### config.mk
export PLATFORM = sky130hd
export DESIGN_NAME = axis_parallel_merger_flat
export DESIGN_NICKNAME = d
export VERILOG_FILES = /design/src/rtl/axis_parallel_merger_pkg.sv /design/src/rtl/axis_parallel_merger_if.sv /design/src/rtl/axis_parallel_merger_rr_arbiter.sv /design/src/rtl/axis_parallel_merger.sv /design/src/flat_wrapper.sv
export SDC_FILE = /design/constraint.sdc
export NUM_CORES = 1
export LEC_CHECK = 0
export ABC_AREA = 0
export CAP_MARGIN = 30
export CORE_ASPECT_RATIO = 0.8
export CORE_MARGIN = 2
export CORE_UTILIZATION = 35
export CTS_CLUSTER_SIZE = 28
export DETAILED_ROUTE_END_ITERATION = 8
export PLACE_DENSITY = 0.73
export SYNTH_ARGS = -nofsm -noshare
export SYNTH_HDL_FRONTEND = slang
export SYNTH_SLANG_ARGS = --single-unit
### constraint.sdc
create_clock -name clk -period 6.3 [get_ports clk]
set_clock_uncertainty 0.15 [all_clocks]
set_input_delay 1.89 -clock clk [delete_from_list [all_inputs] [get_ports clk]]
set_output_delay 1.89 -clock clk [all_outputs]
set_load 0.1 [all_outputs]
### src/rtl/axis_parallel_merger_pkg.sv
// Shared helpers for the parallel-to-serial AXI-Stream packet merger.
// Holds no bus types; it only provides index arithmetic used by the arbiter and FSM.
package axis_parallel_merger_pkg;

    localparam int unsigned MAX_CHANNELS = 16;

    // Modular add for channel indices; valid for base < n and inc <= n.
    function automatic int unsigned wrap_add(input int unsigned base,
                                             input int unsigned inc,
                                             input int unsigned n);
        int unsigned s;
        s = base + inc;
        return (s >= n) ? (s - n) : s;
    endfunction

endpackage

### src/rtl/axis_parallel_merger_if.sv
// Stream interfaces: a CHANNELS-wide parallel packet bus and a single packet stream.
// ok is the per-beat handshake (valid & ready), derived once here for both sides.
interface Axis_Parallel_If #(
    parameter int unsigned DWIDTH   = 32,
    parameter int unsigned CHANNELS = 4
);
    logic [CHANNELS-1:0][DWIDTH-1:0] data;
    logic [CHANNELS-1:0]             valid;
    logic [CHANNELS-1:0]             last;
    logic [CHANNELS-1:0]             ready;
    logic [CHANNELS-1:0]             ok;

    assign ok = valid & ready;

    modport Master_Full (output data, valid, last, input ready, ok);
    modport Slave_Full  (input data, valid, last, ok, output ready);
endinterface

interface Axis_If #(
    parameter int unsigned DWIDTH = 32
);
    logic [DWIDTH-1:0] data;
    logic              valid;
    logic              last;
    logic              ready;
    logic              ok;

    assign ok = valid & ready;

    modport Master_Full (output data, valid, last, input ready, ok);
    modport Slave_Full  (input data, valid, last, ok, output ready);
endinterface

### src/rtl/axis_parallel_merger_rr_arbiter.sv
// Combinational round-robin arbiter: first requester at or after pointer, wrapping.
module rr_arbiter
    import axis_parallel_merger_pkg::*;
#(
    parameter int unsigned N = 4,
    localparam int unsigned IW = (N > 1) ? $clog2(N) : 1
) (
    input  logic [N-1:0]  request,
    input  logic [IW-1:0] pointer,
    output logic [N-1:0]  grant,
    output logic [IW-1:0] index
);

    logic          found;
    logic [IW-1:0] cand;

    always_comb begin
        grant = '0;
        index = '0;
        found = 1'b0;
        cand  = '0;
        for (int unsigned i = 0; i < N; i++) begin
            cand = IW'(wrap_add(32'(pointer), i, N));
            if (!found && request[cand]) begin
                found       = 1'b1;
                grant[cand] = 1'b1;
                index       = cand;
            end
        end
    end

endmodule

### src/rtl/axis_parallel_merger.sv
// Merges CHANNELS packetized streams onto one stream, whole packets at a time,
// with round-robin channel selection and a single full-throughput output register.
module axis_parallel_merger
    import axis_parallel_merger_pkg::*;
#(
    parameter int unsigned DWIDTH   = 32,
    parameter int unsigned CHANNELS = 4,
    localparam int unsigned IW = (CHANNELS > 1) ? $clog2(CHANNELS) : 1
) (
    input  logic                clk,
    input  logic                reset,
    Axis_Parallel_If.Slave_Full data_in,
    Axis_If.Master_Full         data_out,
    output logic [IW-1:0]       chan_id
);

    typedef enum logic {IDLE = 1'b0, LOCKED = 1'b1} state_t;

    state_t              state_q, state_d;
    logic [IW-1:0]       gnt_q, gnt_d;
    logic [IW-1:0]       ptr_q, ptr_d;
    logic [CHANNELS-1:0] arb_grant;
    logic [IW-1:0]       arb_index;
    logic [IW-1:0]       sel;
    logic                active;
    logic                out_free;
    logic                accept;
    logic                accept_last;

    logic [DWIDTH-1:0]   data_q;
    logic                valid_q;
    logic                last_q;
    logic [IW-1:0]       chan_q;

    rr_arbiter #(.N(CHANNELS)) u_arb (
        .request (data_in.valid),
        .pointer (ptr_q),
        .grant   (arb_grant),
        .index   (arb_index)
    );

    // In IDLE the arbiter picks live, so the winner's first beat goes through this cycle.
    assign sel         = (state_q == LOCKED) ? gnt_q : arb_index;
    assign active      = (state_q == LOCKED) || (|arb_grant);
    assign out_free    = !valid_q || data_out.ready;
    assign accept      = data_in.ok[sel];
    assign accept_last = accept && data_in.last[sel];

    always_ff @(posedge clk or posedge reset) begin
        if (reset) begin
            state_q <= IDLE;
            gnt_q   <= '0;
            ptr_q   <= '0;
        end else begin
            state_q <= state_d;
            gnt_q   <= gnt_d;
            ptr_q   <= ptr_d;
        end
    end

    // Lock onto the chosen channel until its last beat; pointer moves past it on release.
    always_comb begin
        state_d = state_q;
        gnt_d   = gnt_q;
        ptr_d   = ptr_q;
        unique case (state_q)
            IDLE: begin
                if (active) begin
                    if (accept_last) begin
                        ptr_d = IW'(wrap_add(32'(sel), 32'd1, CHANNELS));
                    end else begin
                        state_d = LOCKED;
                        gnt_d   = sel;
                    end
                end
            end
            LOCKED: begin
                if (accept_last) begin
                    state_d = IDLE;
                    ptr_d   = IW'(wrap_add(32'(gnt_q), 32'd1, CHANNELS));
                end
            end
            default: state_d = IDLE;
        endcase
    end

    // Only the selected channel ever sees ready, and never while reset is held.
    always_comb begin
        data_in.ready = '0;
        if (active && out_free && !reset) begin
            data_in.ready[sel] = 1'b1;
        end
    end

    always_ff @(posedge clk or posedge reset) begin
        if (reset) begin
            valid_q <= 1'b0;
            last_q  <= 1'b0;
            data_q  <= '0;
            chan_q  <= '0;
        end else if (accept) begin
            valid_q <= 1'b1;
            last_q  <= data_in.last[sel];
            data_q  <= data_in.data[sel];
            chan_q  <= sel;
        end else if (data_out.ok) begin
            valid_q <= 1'b0;
        end
    end

    assign data_out.valid = valid_q;
    assign data_out.last  = last_q;
    assign data_out.data  = data_q;
    assign chan_id        = chan_q;

endmodule

### src/flat_wrapper.sv
// flat-port wrapper written by rule: the top's interface ports become plain ports
module axis_parallel_merger_flat import axis_parallel_merger_pkg::*;
#(
    parameter int unsigned DWIDTH   = 32,
    parameter int unsigned CHANNELS = 4,
    localparam int unsigned IW = (CHANNELS > 1) ? $clog2(CHANNELS) : 1
)
  (clk, reset, chan_id, data_in_data, data_in_valid, data_in_last, data_in_ready, data_out_data, data_out_valid, data_out_last, data_out_ready);
  Axis_Parallel_If #(.DWIDTH(DWIDTH), .CHANNELS(CHANNELS)) data_in_i ();
  Axis_If #(.DWIDTH(DWIDTH)) data_out_i ();
  input  logic clk;
  input  logic reset;
  output logic [IW-1:0] chan_id;
  input wire logic [$bits(data_in_i.data)-1:0] data_in_data;
  input wire logic [$bits(data_in_i.valid)-1:0] data_in_valid;
  input wire logic [$bits(data_in_i.last)-1:0] data_in_last;
  output wire logic [$bits(data_in_i.ready)-1:0] data_in_ready;
  output wire logic [$bits(data_out_i.data)-1:0] data_out_data;
  output wire logic [$bits(data_out_i.valid)-1:0] data_out_valid;
  output wire logic [$bits(data_out_i.last)-1:0] data_out_last;
  input wire logic [$bits(data_out_i.ready)-1:0] data_out_ready;
  assign data_in_i.data = data_in_data;
  assign data_in_i.valid = data_in_valid;
  assign data_in_i.last = data_in_last;
  assign data_in_ready = data_in_i.ready;
  assign data_out_data = data_out_i.data;
  assign data_out_valid = data_out_i.valid;
  assign data_out_last = data_out_i.last;
  assign data_out_i.ready = data_out_ready;
  axis_parallel_merger #(.DWIDTH(DWIDTH), .CHANNELS(CHANNELS)) u_core (.clk(clk), .reset(reset), .data_in(data_in_i), .data_out(data_out_i), .chan_id(chan_id));
endmodule
==> flow_summary.toml, run 1 <==
[final_layout]
area_delta_synth_final_pct = 67.38
fin_cells = 644
nNetsFinal = 674
antenna_cells = 0
layout-drive-gt1-share_pct = 15.50
fill_cells = 829

[yosys]
syn-cell-area_um2 = 3214
synth_xor_area_share_pct = 0.2725
synthAdderAreaFrac_pct = 2.336
synth_top_family_by_area = "multiplexers"
synth-simple-area-share_pct = 14.75
yosys_warnings = 0
synth_seq_cells = 41
ys_seq_area_share_pct = 31.92
synthMuxAreaShare_pct = 27.72
synth_compound_area_share_pct = 17.79
syn_avg_cell_area_um2 = 8.954
synth_nets = 504
synth_edf_count = 0
synth-main-ff-cell = "dfrtp_1"
async_flop_share_pct = 100.0
syn-instance-count = 359
synth_cell_types = 50

[sta]
fmax_ghz = 0.1626
rsz0062_at_grt = "false"
final-setup-viol-count = 0
period_needed_ps = 6150
hold_viol = 0
tightest_slew_ps = 1008
slew_violations = 0
slew_headroom_pct = 32.59
finalCritPeriodShare_pct = 97.63

[critical_path]
crit_fanout = 7
cp.required_ps = 4260
crit_path_end_kind = "output port"
path_class = "in -> out"
startpoint_type = "input pin"
arrival_ps = 4110

[power]
switching_share_pct = 56.37
power_frac_comb_pct = 76.2
p_total_w = 0.003271
sequentialPowerShare_pct = 15.3
p_leak_nw = 2.315
ir_drop_uv = 490.9
power_density_nw_per_um2 = 607.9
intPower_w = 0.001427
switchingPower_w = 0.001844
clock_power_share_pct = 8.6

[routing]
drc_errors = 0
wl_per_cell_um = 14.84
routed_wl_um = 9560
vias = 3168
vias_per_cell = 4.919
initialDrtViolationCount = 68
drt-pass1-iter-count = 4
ant_nets = 0

[clock_tree]
clockBufferDepth = 2
cts_tree = "built"
cts.sinks = 41
clock_latency_ps = 270
h-tree-depth = 2
cts.reportedPaths.clkPinSlew_ps = 60
clockRootBuffer = "clkbuf_16"
cts_inserted_buffers = 5
hold_buffers = 0

[global_route]
grt_pass1_wl_um = 15170
antenna_found_initial = 0
gr-total-overflow = 0
grt.total_usage_pct = 18.51
grt_pass1_vias = 3099
grt_max_degree = 70

[outcome]
status = "finished clean"

[die]
start_util_pct = 35.72
ios = 179
die_w_um = 111.1
die_y_um = 89.72
coreArea_um2 = 8999
die_area_um2 = 9971
rows = 31

[place]
hpwlAfterDp_um = 7493
dp.cells = 636
gp_congestion = 0.8186
io_buffers = 178

[run]
max_cap_violations = 0

[min_path]
hold_path.class = "reg -> reg"
kinds of logic (layout without fill, tap and decap cells):
kind of cell,count (synthesis),in the layout
xor+xnor,1,1
mux,80,80
fa+ha+maj,6,6
compound gates,93,93
flops,41,41
simple gates,102,102
buf+inv,36,206
through the flow:
step	cell area [um^2]	hold slack (ps)	utilization, %	setup slack [ps]	TNS [ps]
2_1_floorplan	3241	367.9	-	-266.0	-734.8
5_1_grt	5380	342.3	59.79	36.83	0
4_1_cts	5340	332.5	59.34	32.63	0
6_report	5380	328.5	59.79	149.5	0
3_3_place_gp	5182	314.4	57.59	4.678	0
3_5_place_dp	5182	319.3	57.59	-28.49	-53.40
routing by layer:
metal | wire, um | global-route usage [%] | vias to the layer above
li1 | - | - | 1613
met1 | 4123 | 23.62 | 1454
met2 | 4697 | 32.41 | 99
met3 | 715 | 5.192 | 2
met4 | 24 | 2.160 | 0
met5 | 0 | 0 | -
synth_stat cells, types with 2 or more instances:
cell      number  area [um^2]
and3_1         2        12.51
nor3_1         4        20.02
a22oi_1        2        15.01
o32ai_1        2        17.52
mux2_2        33        371.6
mux4_2         3        67.56
dfrtp_1       41         1026
inv_1          7        26.28
nor2_1         5        18.77
o21ai_0       43        215.2
or4_1          2        15.01
o21ai_1       28        140.1
nand2_1       70        262.8
mux2_4         2        30.03
nor2b_1        2        12.51
nand2b_1       4        25.02
buf_2         11        55.05
clkbuf_1      11        41.29
buf_6          2        22.52
ha_1           6        75.07
mux2i_1       41        410.4
nand3_1        3        15.01
a21oi_1        4        20.02
nand3b_1       2        15.01
nor3b_1        2        15.01
buf_1          3        11.26
worst max-delay path, cell delays in order:
cell and delay [ps]:
clkdlybuf4s50_1 600, inv_1 90, mux4_2 490, o21ai_1 180
a211oi_2 90, nand2b_2 270, nor3b_2 280, buf_12 210
cell usage in the layout (no fill, tap or decap), drive strengths merged, types with 6 or more instances in the layout:
| cell | count |
|---|---|
| mux2i | 41 |
| nand2 | 70 |
| buf | 17 |
| o21ai | 72 |
| mux2 | 36 |
| ha | 6 |
| dfrtp | 41 |
| inv | 8 |
| clkdlybuf4s50 | 171 |
registers in the layout, indices dropped and copies added (netlist names):
register,cells
u_core.data_out.valid,1
u_core.data_out.data,32
u_core.state_q,1
u_core.ptr_q,2
u_core.chan_id,2
u_core.data_out.last,1
u_core.gnt_q,2
area by class of cell:
type                       instances  area, um^2  area share (%)
sequential                        41        1026           19.07
timing repair buffer             191        1939           36.05
clock buffer                       5       125.1           2.326
clock inverter                     2       35.03          0.6512
multi-input combinational        282        2081           38.67
inverter                           8       30.03          0.5581
tap                              115       143.9           2.674
path summary, 6_finish.rpt:
path	startpoint	end	slack, ps	depth (start not counted)
max	data_in_valid[2]	data_in_ready[3]	150	8
min	u_core.data_out.data[24]	u_core.data_out.data[24]	330	2
max reg2reg	u_core.ptr_q[0]	u_core.gnt_q[0]	1680	11
min reg2reg	u_core.data_out.data[24]	u_core.data_out.data[24]	330	2
max in group asynchronous	reset	u_core.chan_id[0]	3700	3
min in group asynchronous	reset	u_core.ptr_q[0]	1940	3
power by group through the flow:
stage / clock (W) / sequential [W] / combinational (W)
after global routing: 0.000295 / 0.000521 / 0.00265
after global placement: 0 / 0.000497 / 0.00247
after floorplan: 0 / 0.00128 / 0.00112
after detailed placement: 0 / 0.000504 / 0.00249
after CTS: 0.000288 / 0.000501 / 0.00249
final: 0.000280 / 0.000499 / 0.00249
repair_timing:
item | 4_1_cts | 5_1_grt
gates cloned | 0 | 0
pin swaps | 0 | 1
endpoints found under the hold margin | 0 | 0
endpoints found under the setup margin | 2 | 4
gates resized for setup | 2 | 4
buffers inserted | 0 | 0
Note: power is estimated with default switching activity, not from simulation.
==> inputs of run 2 (changes only) <==
--- a/config.mk
+++ b/config.mk
@@ -8,7 +8,6 @@
 export ABC_AREA = 0
 export CAP_MARGIN = 30
 export CORE_ASPECT_RATIO = 0.8
-export CORE_MARGIN = 2
 export CORE_UTILIZATION = 35
 export CTS_CLUSTER_SIZE = 28
 export DETAILED_ROUTE_END_ITERATION = 8
==> run 2 against run 1 <==
  * Sequential share of layout area up 0.16 points
  * Total power down 1.0%
  * Non-clock buffer count down 2
  * Wire length rose by 0.89%
  * Core utilization grew 1.5 points
  * Largest cell class unchanged
==> flow_summary.toml, run 2 (synthesis results as in run 1) <==
[outcome]
status = "finished clean"

[global_route]
globalRouteMet2Util_pct = 33.45
grt.total_usage_pct = 20.21
busiest_layer = "met2"
gr-total-overflow = 0
antenna_found_initial = 0
grt_pass1_wl_um = 14990
met3_usage_pct = 5.283
grt_max_degree = 70
use_met1_pct = 26.53
grt_pass1_vias = 3065

[final_layout]
antenna_cells = 0
final_common_cell = "clkdlybuf4s50_1"
largest_reg_flops = 32
final_cell_mix = "clkdlybuf4s50_1 (171), nand2_1 (70), o21ai_0 (42), mux2i_1 (41), dfrtp_1 (41)"
nNetsFinal = 672
area_delta_synth_final_pct = 66.02
final_core_util_pct = 61.28
layout-drive-gt1-share_pct = 15.15

[die]
die_area_um2 = 9574
start_util_pct = 36.91
coreArea_um2 = 8708
die_y_um = 87.72
die_w_um = 109.1
ios = 179
rows = 30

[routing]
drc_errors = 0
routed_wl_um = 9645
vias_per_cell = 4.961
wl_per_cell_um = 15.07
initialDrtViolationCount = 167
ant_nets = 0
vias = 3175
drt-pass1-iter-count = 4

[clock_tree]
cts_inserted_buffers = 5
post-cts-setup-buffer-count = 0
clock_latency_ps = 280
clockBufferDepth = 2
clockRootBuffer = "clkbuf_16"
cts.sinks = 41
cts.reportedPaths.clkPinSlew_ps = 60
h-tree-depth = 2
cts_tree = "built"

[sta]
worst_slack_ps = 150.0
fmax_ghz = 0.1626
tightest_slew_ps = 1020
slew_headroom_pct = 31.77
slew_violations = 0
finalCritPeriodShare_pct = 97.62
final-setup-viol-count = 0
whs_ps = 327.9
hold_viol = 0
rsz0062_at_grt = "false"
finalSetupTns_ps = 0
period_needed_ps = 6150

[power]
p_total_w = 0.003238
sequentialPowerShare_pct = 15.4
power_density_nw_per_um2 = 606.8
p_leak_nw = 2.308
intPower_w = 0.001382
switching_share_pct = 57.33
switchingPower_w = 0.001857
ir_drop_uv = 363.8
clock_power_share_pct = 7.6
power_frac_comb_pct = 77.1

[place]
io_buffers = 178
hpwlAfterDp_um = 7613
gp_congestion = 0.8928
dp_slack_ps = 7.912

[critical_path]
cp.required_ps = 4260
r2r_cells = 11
crit_path_end_kind = "output port"
crit_fanout = 8
arrival_ps = 4110
startpoint_type = "input pin"
path_class = "in -> out"

[min_path]
hold-path-cell-count = 2
hold_path.class = "reg -> reg"

[run]
max_cap_violations = 0
[run 2: final timing paths]
path	startpoint	end	slack, ps
max	data_in_valid[0]	data_in_ready[3]	150
min	u_core.data_out.data[24]	u_core.data_out.data[24]	330
max reg2reg	u_core.ptr_q[0]	u_core.gnt_q[0]	1650
min reg2reg	u_core.data_out.data[24]	u_core.data_out.data[24]	330
max in group asynchronous	reset	u_core.data_out.data[4]	3730
min in group asynchronous	reset	u_core.gnt_q[1]	1930
[run 2: cell type report]
cell class	count	area (um^2)
Inverter	8	30.03
Multi-Input combinational cell	282	2073
Fill cell	748	3372
Timing Repair Buffer	189	1924
Clock buffer	5	125.1
Sequential cell	41	1026
Clock inverter	3	17.52
Tap cell	112	140.1
[run 2: per-stage QoR]
step           cell area, um^2  cells
2_1_floorplan             3241    359
3_3_place_gp              5184    632
3_5_place_dp              5184    632
4_1_cts                   5326    640
5_1_grt                   5336    640
6_report                  5336    640
[run 2: timing repair]
item | in CTS | in global routing
pin swaps | 1 | 0
hold buffers | 0 | 0
endpoints found under the setup margin | 1 | 4
gates resized for setup | 0 | 5
cloned | 0 | 0
[run 2: layer usage]
layer	routed length [um]	part of all wire [%]
met5	0	0
met4	69	0.72
met3	813	8.4
met2	4554	47
met1	4208	44
[run 2: power by group through the flow]
stage / clock network [W] / registers [W] / logic [W]
after global placement: 0 / 0.000498 / 0.00249
final: 0.000245 / 0.000499 / 0.00249
after detailed placement: 0 / 0.000503 / 0.00251
after floorplan: 0 / 0.00128 / 0.00112
after global routing: 0.000263 / 0.000521 / 0.00266
after CTS: 0.000253 / 0.000500 / 0.00252
[run 2: worst max-delay path: stages]
cell and delay, ps:
clkdlybuf4s50_1 520, mux4_2 520, nor2b_4 180, o211a_1 190, a211oi_2 50, nand2b_2 270
nor3b_2 270, buf_12 210
==> edit 1 (config.mk and constraints of run 2) <==
`CHANNELS` is set to 4 in 3 places; all go to 2.
--- a/src/rtl/axis_parallel_merger_if.sv
+++ b/src/rtl/axis_parallel_merger_if.sv
@@ -2,7 +2,7 @@
 // ok is the per-beat handshake (valid & ready), derived once here for both sides.
 interface Axis_Parallel_If #(
     parameter int unsigned DWIDTH   = 32,
-    parameter int unsigned CHANNELS = 4
+    parameter int unsigned CHANNELS = 2
 );
     logic [CHANNELS-1:0][DWIDTH-1:0] data;
     logic [CHANNELS-1:0]             valid;
--- a/src/rtl/axis_parallel_merger.sv
+++ b/src/rtl/axis_parallel_merger.sv
@@ -4,7 +4,7 @@
     import axis_parallel_merger_pkg::*;
 #(
     parameter int unsigned DWIDTH   = 32,
-    parameter int unsigned CHANNELS = 4,
+    parameter int unsigned CHANNELS = 2,
     localparam int unsigned IW = (CHANNELS > 1) ? $clog2(CHANNELS) : 1
 ) (
     input  logic                clk,
--- a/src/flat_wrapper.sv
+++ b/src/flat_wrapper.sv
@@ -2,7 +2,7 @@
 module axis_parallel_merger_flat import axis_parallel_merger_pkg::*;
 #(
     parameter int unsigned DWIDTH   = 32,
-    parameter int unsigned CHANNELS = 4,
+    parameter int unsigned CHANNELS = 2,
     localparam int unsigned IW = (CHANNELS > 1) ? $clog2(CHANNELS) : 1
 )
   (clk, reset, chan_id, data_in_data, data_in_valid, data_in_last, data_in_ready, data_out_data, data_out_valid, data_out_last, data_out_ready);
Ports: changed (5 resized); port bits go from 179 to 108. No check against the original RTL was run, so the function may have changed too.
==> edit 1 against run 2 <==
Area after synthesis fell by 39%; first-iteration DRC count shrank 71%; die area shrank 39%; worst setup slack better by 0.70 ns; fmax is 13% higher; sequential cell count decreased by 3; design area fell by 40%; hold slack gained 0.0061 ns; register-to-register slack improved by 1.9 ns; wire length is 52% lower; critical endpoint is now data_in_ready[1].
Power is left out: the tool's default activity adds up to more than one toggle a clock period on the data nets, which glitch-free logic cannot reach.
==> edit 1: results (changes against run 2) <==
- Top cells by count, synth: dfrtp_1 (38), mux2_1 (32), mux2_2 (32), a21oi_1 (4)
- Via/cell ratio: 4.845 (-2.3%)
- All-Layer GR Usage: 16.42% (-3.8 points)
- Post-CTS Setup Inserts: 0 (unchanged)
- Port bufs: 107 (-40%)
- Worst hold path class: reg -> reg
- Delay-heaviest family, CP: buffers and inverters
- Mapped Nets: 214 (-58%)
- Post-synth EDFFs: 0 (unchanged)
- Ys async rst share: 100.0% (unchanged)
- Layout Nets: 325 (-52%)
- Clock-pin transition on the worst setup and hold timing paths: 0.07 ns
- Filler cells: 439 (-41%)
- N_diodes: 0 (unchanged)
- DRT Pass-1 Iters: 4 (unchanged)
- DRT antenna net count: 0 (unchanged)
- Instance area at placement: 3079 um2 (-41%)
- Initial antenna violation count: 0 (unchanged)
- Synth cell types: 25 (-50%)
- GPL Wtd Cong: 1.009 (+13%)
- Vias in the first global route: 1,510 (-51%)
- Dpl ws: 0.8776 ns (+0.8697 ns)
- Worst-Margin Slew: 0.9990 ns (-0.02130 ns)
- Post-Place Cells: 309 (-51%)
- Pin count of the biggest net entering global routing: 34 (-51%)
- Post-synthesis sequential area ratio: 48.78% (+17 points)
- DRT iter0 DRCs: 48 (-71%)
- Ranking of synthesized cells by area: dfrtp_1 (49%), mux2_1 (18%), mux2_2 (18%)
- Final HPWL DP: 3497 um (-54%)
- Register area: 950.9 um2 (-7.3%)
- CP Max Fanout: 6 (-2)
- Max incr delay on CP: 0.58 ns (+0.06 ns)
- Max reg flops: 32 (unchanged)
- Bufs on Longest Clock Path: 2 (unchanged)
- Total Routed Length: 4597 um (-52%)
- CTS Root Cell: clkbuf_8
- Slowest stage cell, crit path: clkdlybuf4s50_1
- CTS H-Tree Depth: 2 (unchanged)
- Cts bufs inserted: 5 (unchanged)
- Synth warnings: 0 (unchanged)
- Outcome: completed
- Final Non-Filler Cells: 317 (-50%)
- Synth Flop Type: dfrtp_1
- WP data arrival: 3.41 ns (-0.70 ns)
- Post-synthesis average cell area: 13.63 um2 (+52%)
- Cts repair resizes: 0 (unchanged)
- Worst-Skew Late Latency: 0.28 ns (about the same)
- First-pass GRT wire length: 7245 um (-52%)
- Proportion of layout cells with a drive suffix above 1: 18.04% (+2.9 points)
[edit 1: changes by cell type after synthesis, moves of 4 or more]
| cell | delta |
|---|---|
| o21ai_1 | -27 |
| o21ai_0 | -41 |
| nand2_1 | -67 |
| mux2i_1 | -40 |
| inv_1 | -4 |
| buf_2 | -8 |
| mux2_1 | +31 |
| clkbuf_1 | -11 |
| ha_1 | -6 |
[edit 1: routing by layer]
layer,part of all wire [%],vias up,global-route usage (%)
met5,0,-,0
met4,1.2,0,6.875
met3,7.8,5,3.810
met2,47,71,28.10
met1,44,718,20.39
li1,-,742,-
[edit 1: logic make-up (layout without fill, tap and decap cells)]
family	count (synthesis)	count (layout)	share of synthesized area [%]
multiplexers	66	66	38.64
flip-flops	38	38	48.78
AND/OR/NAND/NOR	17	17	4.622
AO/OA/AOI/OAI	13	13	4.878
buffers and inverters	9	121	3.080
[edit 1: layout make-up]
class	instances	area share, %
Inverter	3	0.3535
Clock inverter	1	0.9427
Timing Repair Buffer	110	34.56
Sequential cell	38	29.85
Multi-Input combinational cell	96	29.46
Clock buffer	7	2.396
Tap cell	62	2.435
[edit 1: final timing paths]
kind,startpoint,end,slack (ns),cells past startpoint
setup / recovery,data_in_valid[0],data_in_ready[1],0.85,5
hold / removal,u_core.data_out.data[9]$_DFFE_PP0P_,u_core.data_out.data[9]$_DFFE_PP0P_,0.33,1
setup reg to reg,u_core.ptr_q$_DFFE_PP0P_,u_core.data_out.data[28]$_DFFE_PP0P_,3.50,6
hold reg to reg,u_core.data_out.data[9]$_DFFE_PP0P_,u_core.data_out.data[9]$_DFFE_PP0P_,0.33,1
max in group asynchronous,reset,u_core.data_out.data[5]$_DFFE_PP0P_,3.26,3
min in group asynchronous,reset,u_core.data_out.valid$_DFFE_PP0P_,1.97,2
==> edit 2 (flow settings as in run 2) <==
Without the edit above. Reset style: synchronous (`reset`), changed in 2 clocked blocks.
--- a/src/rtl/axis_parallel_merger.sv
+++ b/src/rtl/axis_parallel_merger.sv
@@ -46,7 +46,7 @@
     assign accept      = data_in.ok[sel];
     assign accept_last = accept && data_in.last[sel];
 
-    always_ff @(posedge clk or posedge reset) begin
+    always_ff @(posedge clk) begin
         if (reset) begin
             state_q <= IDLE;
             gnt_q   <= '0;
@@ -92,7 +92,7 @@
         end
     end
 
-    always_ff @(posedge clk or posedge reset) begin
+    always_ff @(posedge clk) begin
         if (reset) begin
             valid_q <= 1'b0;
             last_q  <= 1'b0;
Behaviour: differs if reset is asserted again (counterexample within 4 cycles, from zero or initial values and one cycle with reset high); with reset held inactive, the same outputs for 10 cycles.
==> edit 2 against run 2 <==
Fmax decreased by 1.1%; sequential cell count unchanged; hold slack better by 0.0070 ns; design area decreased by 11%; total power shrank 9.6%; die area shrank 18%; wire length rose by 2.0%; worst setup slack got worse by 0.069 ns; area after synthesis down 18%; critical endpoint is now data_in_ready[0]; largest cell class is now non-clock buffers; largest power group unchanged.
==> edit 2: results (changes against run 2) <==
- Ys async rst share: 0% (-100 points)
- Instance area at placement: 4589 um2 (-11%)
- Post-Synth XOR/XNOR Area: 0% (-0.27 points)
- Proportion of layout cells with a drive suffix above 1: 10.48% (-4.7 points)
- Compound-gate portion of the synthesized area: 40.45% (+23 points)
- Die width: 98.73 um (-9.5%)
- Int Pwr: 1.188 mW (-14%)
- Top cells by count, synth: dfxtp_1 (41), o21ai_0 (39), nand2_1 (38), a222oi_1 (32), a31oi_1 (32)
- Outcome: completed
- Worst-Margin Slew: 1.020 ns (-0.0005822 ns)
- Post-synthesis mux area share: 4.441% (-23 points)
- Post-Place Cells: 555 (-12%)
- Clock-pin transition on the worst setup and hold timing paths: 0.08 ns (+0.02 ns)
- Final HPWL DP: 7003 um (-8.0%)
- VDD IR-drop max: 0.0004223 V (+16%)
- Layout Nets: 621 (-7.6%)
- WP data arrival: 4.18 ns (+0.07 ns)
- Vias post-DR: 3,274 (+3.1%)
- Post-synthesis sequential area ratio: 31.33% (-0.59 points)
- Post-Synth Adder-Cell Area: 2.865% (+0.53 points)
- Post-Syn Instances: 307 (-14%)
- Slowest stage cell, crit path: mux4_2
- Pin count of the biggest net entering global routing: 74 (+5.7%)
- WL per Instance: 17.44 um (+16%)
- CTS Root Cell: clkbuf_8
- Max incr delay on CP: 0.50 ns (-0.02 ns)
- Mapped Nets: 452 (-10%)
edit 2: changes by cell type after synthesis, moves of 6 or more:
cell      delta
clkbuf_1     +6
o21ai_1     -27
mux2i_1     -35
a31oi_1     +31
a222oi_1    +32
dfxtp_1     +41
nand2_1     -32
mux2_2      -32
dfrtp_1     -41
edit 2: layout make-up:
cell class / count / area [um2]
inverters: 7 / 26.28
flip-flops and latches: 41 / 820.8
clock inverters: 1 / 30.03
clock buffers: 7 / 86.33
well taps: 87 / 108.9
multi-input cells: 224 / 1663
fillers: 578 / 2328
repair buffers: 197 / 1997
edit 2: path summary, 6_finish.rpt:
check | startpoint | to | slack, ns | depth (start not counted)
hold reg to reg | u_core.chan_id[1]$_SDFFE_PP0P_ | u_core.chan_id[1]$_SDFFE_PP0P_ | 0.33 | 2
setup reg to reg | u_core.ptr_q[0]$_SDFFE_PP0P_ | u_core.gnt_q[0]$_SDFFE_PP0P_ | 1.49 | 13
setup / recovery | data_in_valid[2] | data_in_ready[0] | 0.08 | 9
hold / removal | u_core.chan_id[1]$_SDFFE_PP0P_ | u_core.chan_id[1]$_SDFFE_PP0P_ | 0.33 | 2
edit 2: per-stage QoR:
step                hold WS [ns]  util, %
finish                    0.3349    67.02
global route              0.3711    67.02
floorplan                 0.3610        -
global placement          0.3175    65.00
CTS                       0.3405    66.65
detailed placement        0.3247    65.00
edit 2: what timing repair did:
item,CTS,global route
gates resized for setup,0,5
hold endpoints to repair,0,0
endpoints found under the setup margin,0,4
setup buffers,0,1
edit 2: per-layer routing:
| layer | GRT usage, % | up-vias | part of all wire (%) |
|---|---|---|---|
| met5 | 0 | - | 0 |
| met4 | 4.925 | 0 | 1.0 |
| met3 | 6.918 | 6 | 8.3 |
| met2 | 43.80 | 146 | 48 |
| met1 | 29.65 | 1553 | 43 |
| li1 | - | 1569 | - |
edit 2: power groups by stage:
stage	Clock (mW)	Combinational, mW	Sequential, mW
final	0.218	2.23	0.474
after global routing	0.241	2.35	0.494
after CTS	0.226	2.23	0.473
after detailed placement	0	2.23	0.477
after global placement	0	2.21	0.472
after floorplan	0	0.825	1.27
edit 2: tightest hold or removal path, delay by kind of cell, from the launching register on:
family,cells,cell delay [ns]
flops,1,0.32
compound gates,2,0.13
edit 2: cell families (layout without fill, tap and decap cells):
logic type               after synthesis  count (layout)
AO/OA/AOI/OAI                        138             138
adder cells (fa/ha/maj)                6               6
buffers and inverters                 42             212
flip-flops                            41              41
multiplexers                           9               9
AND/OR/NAND/NOR                       71              71
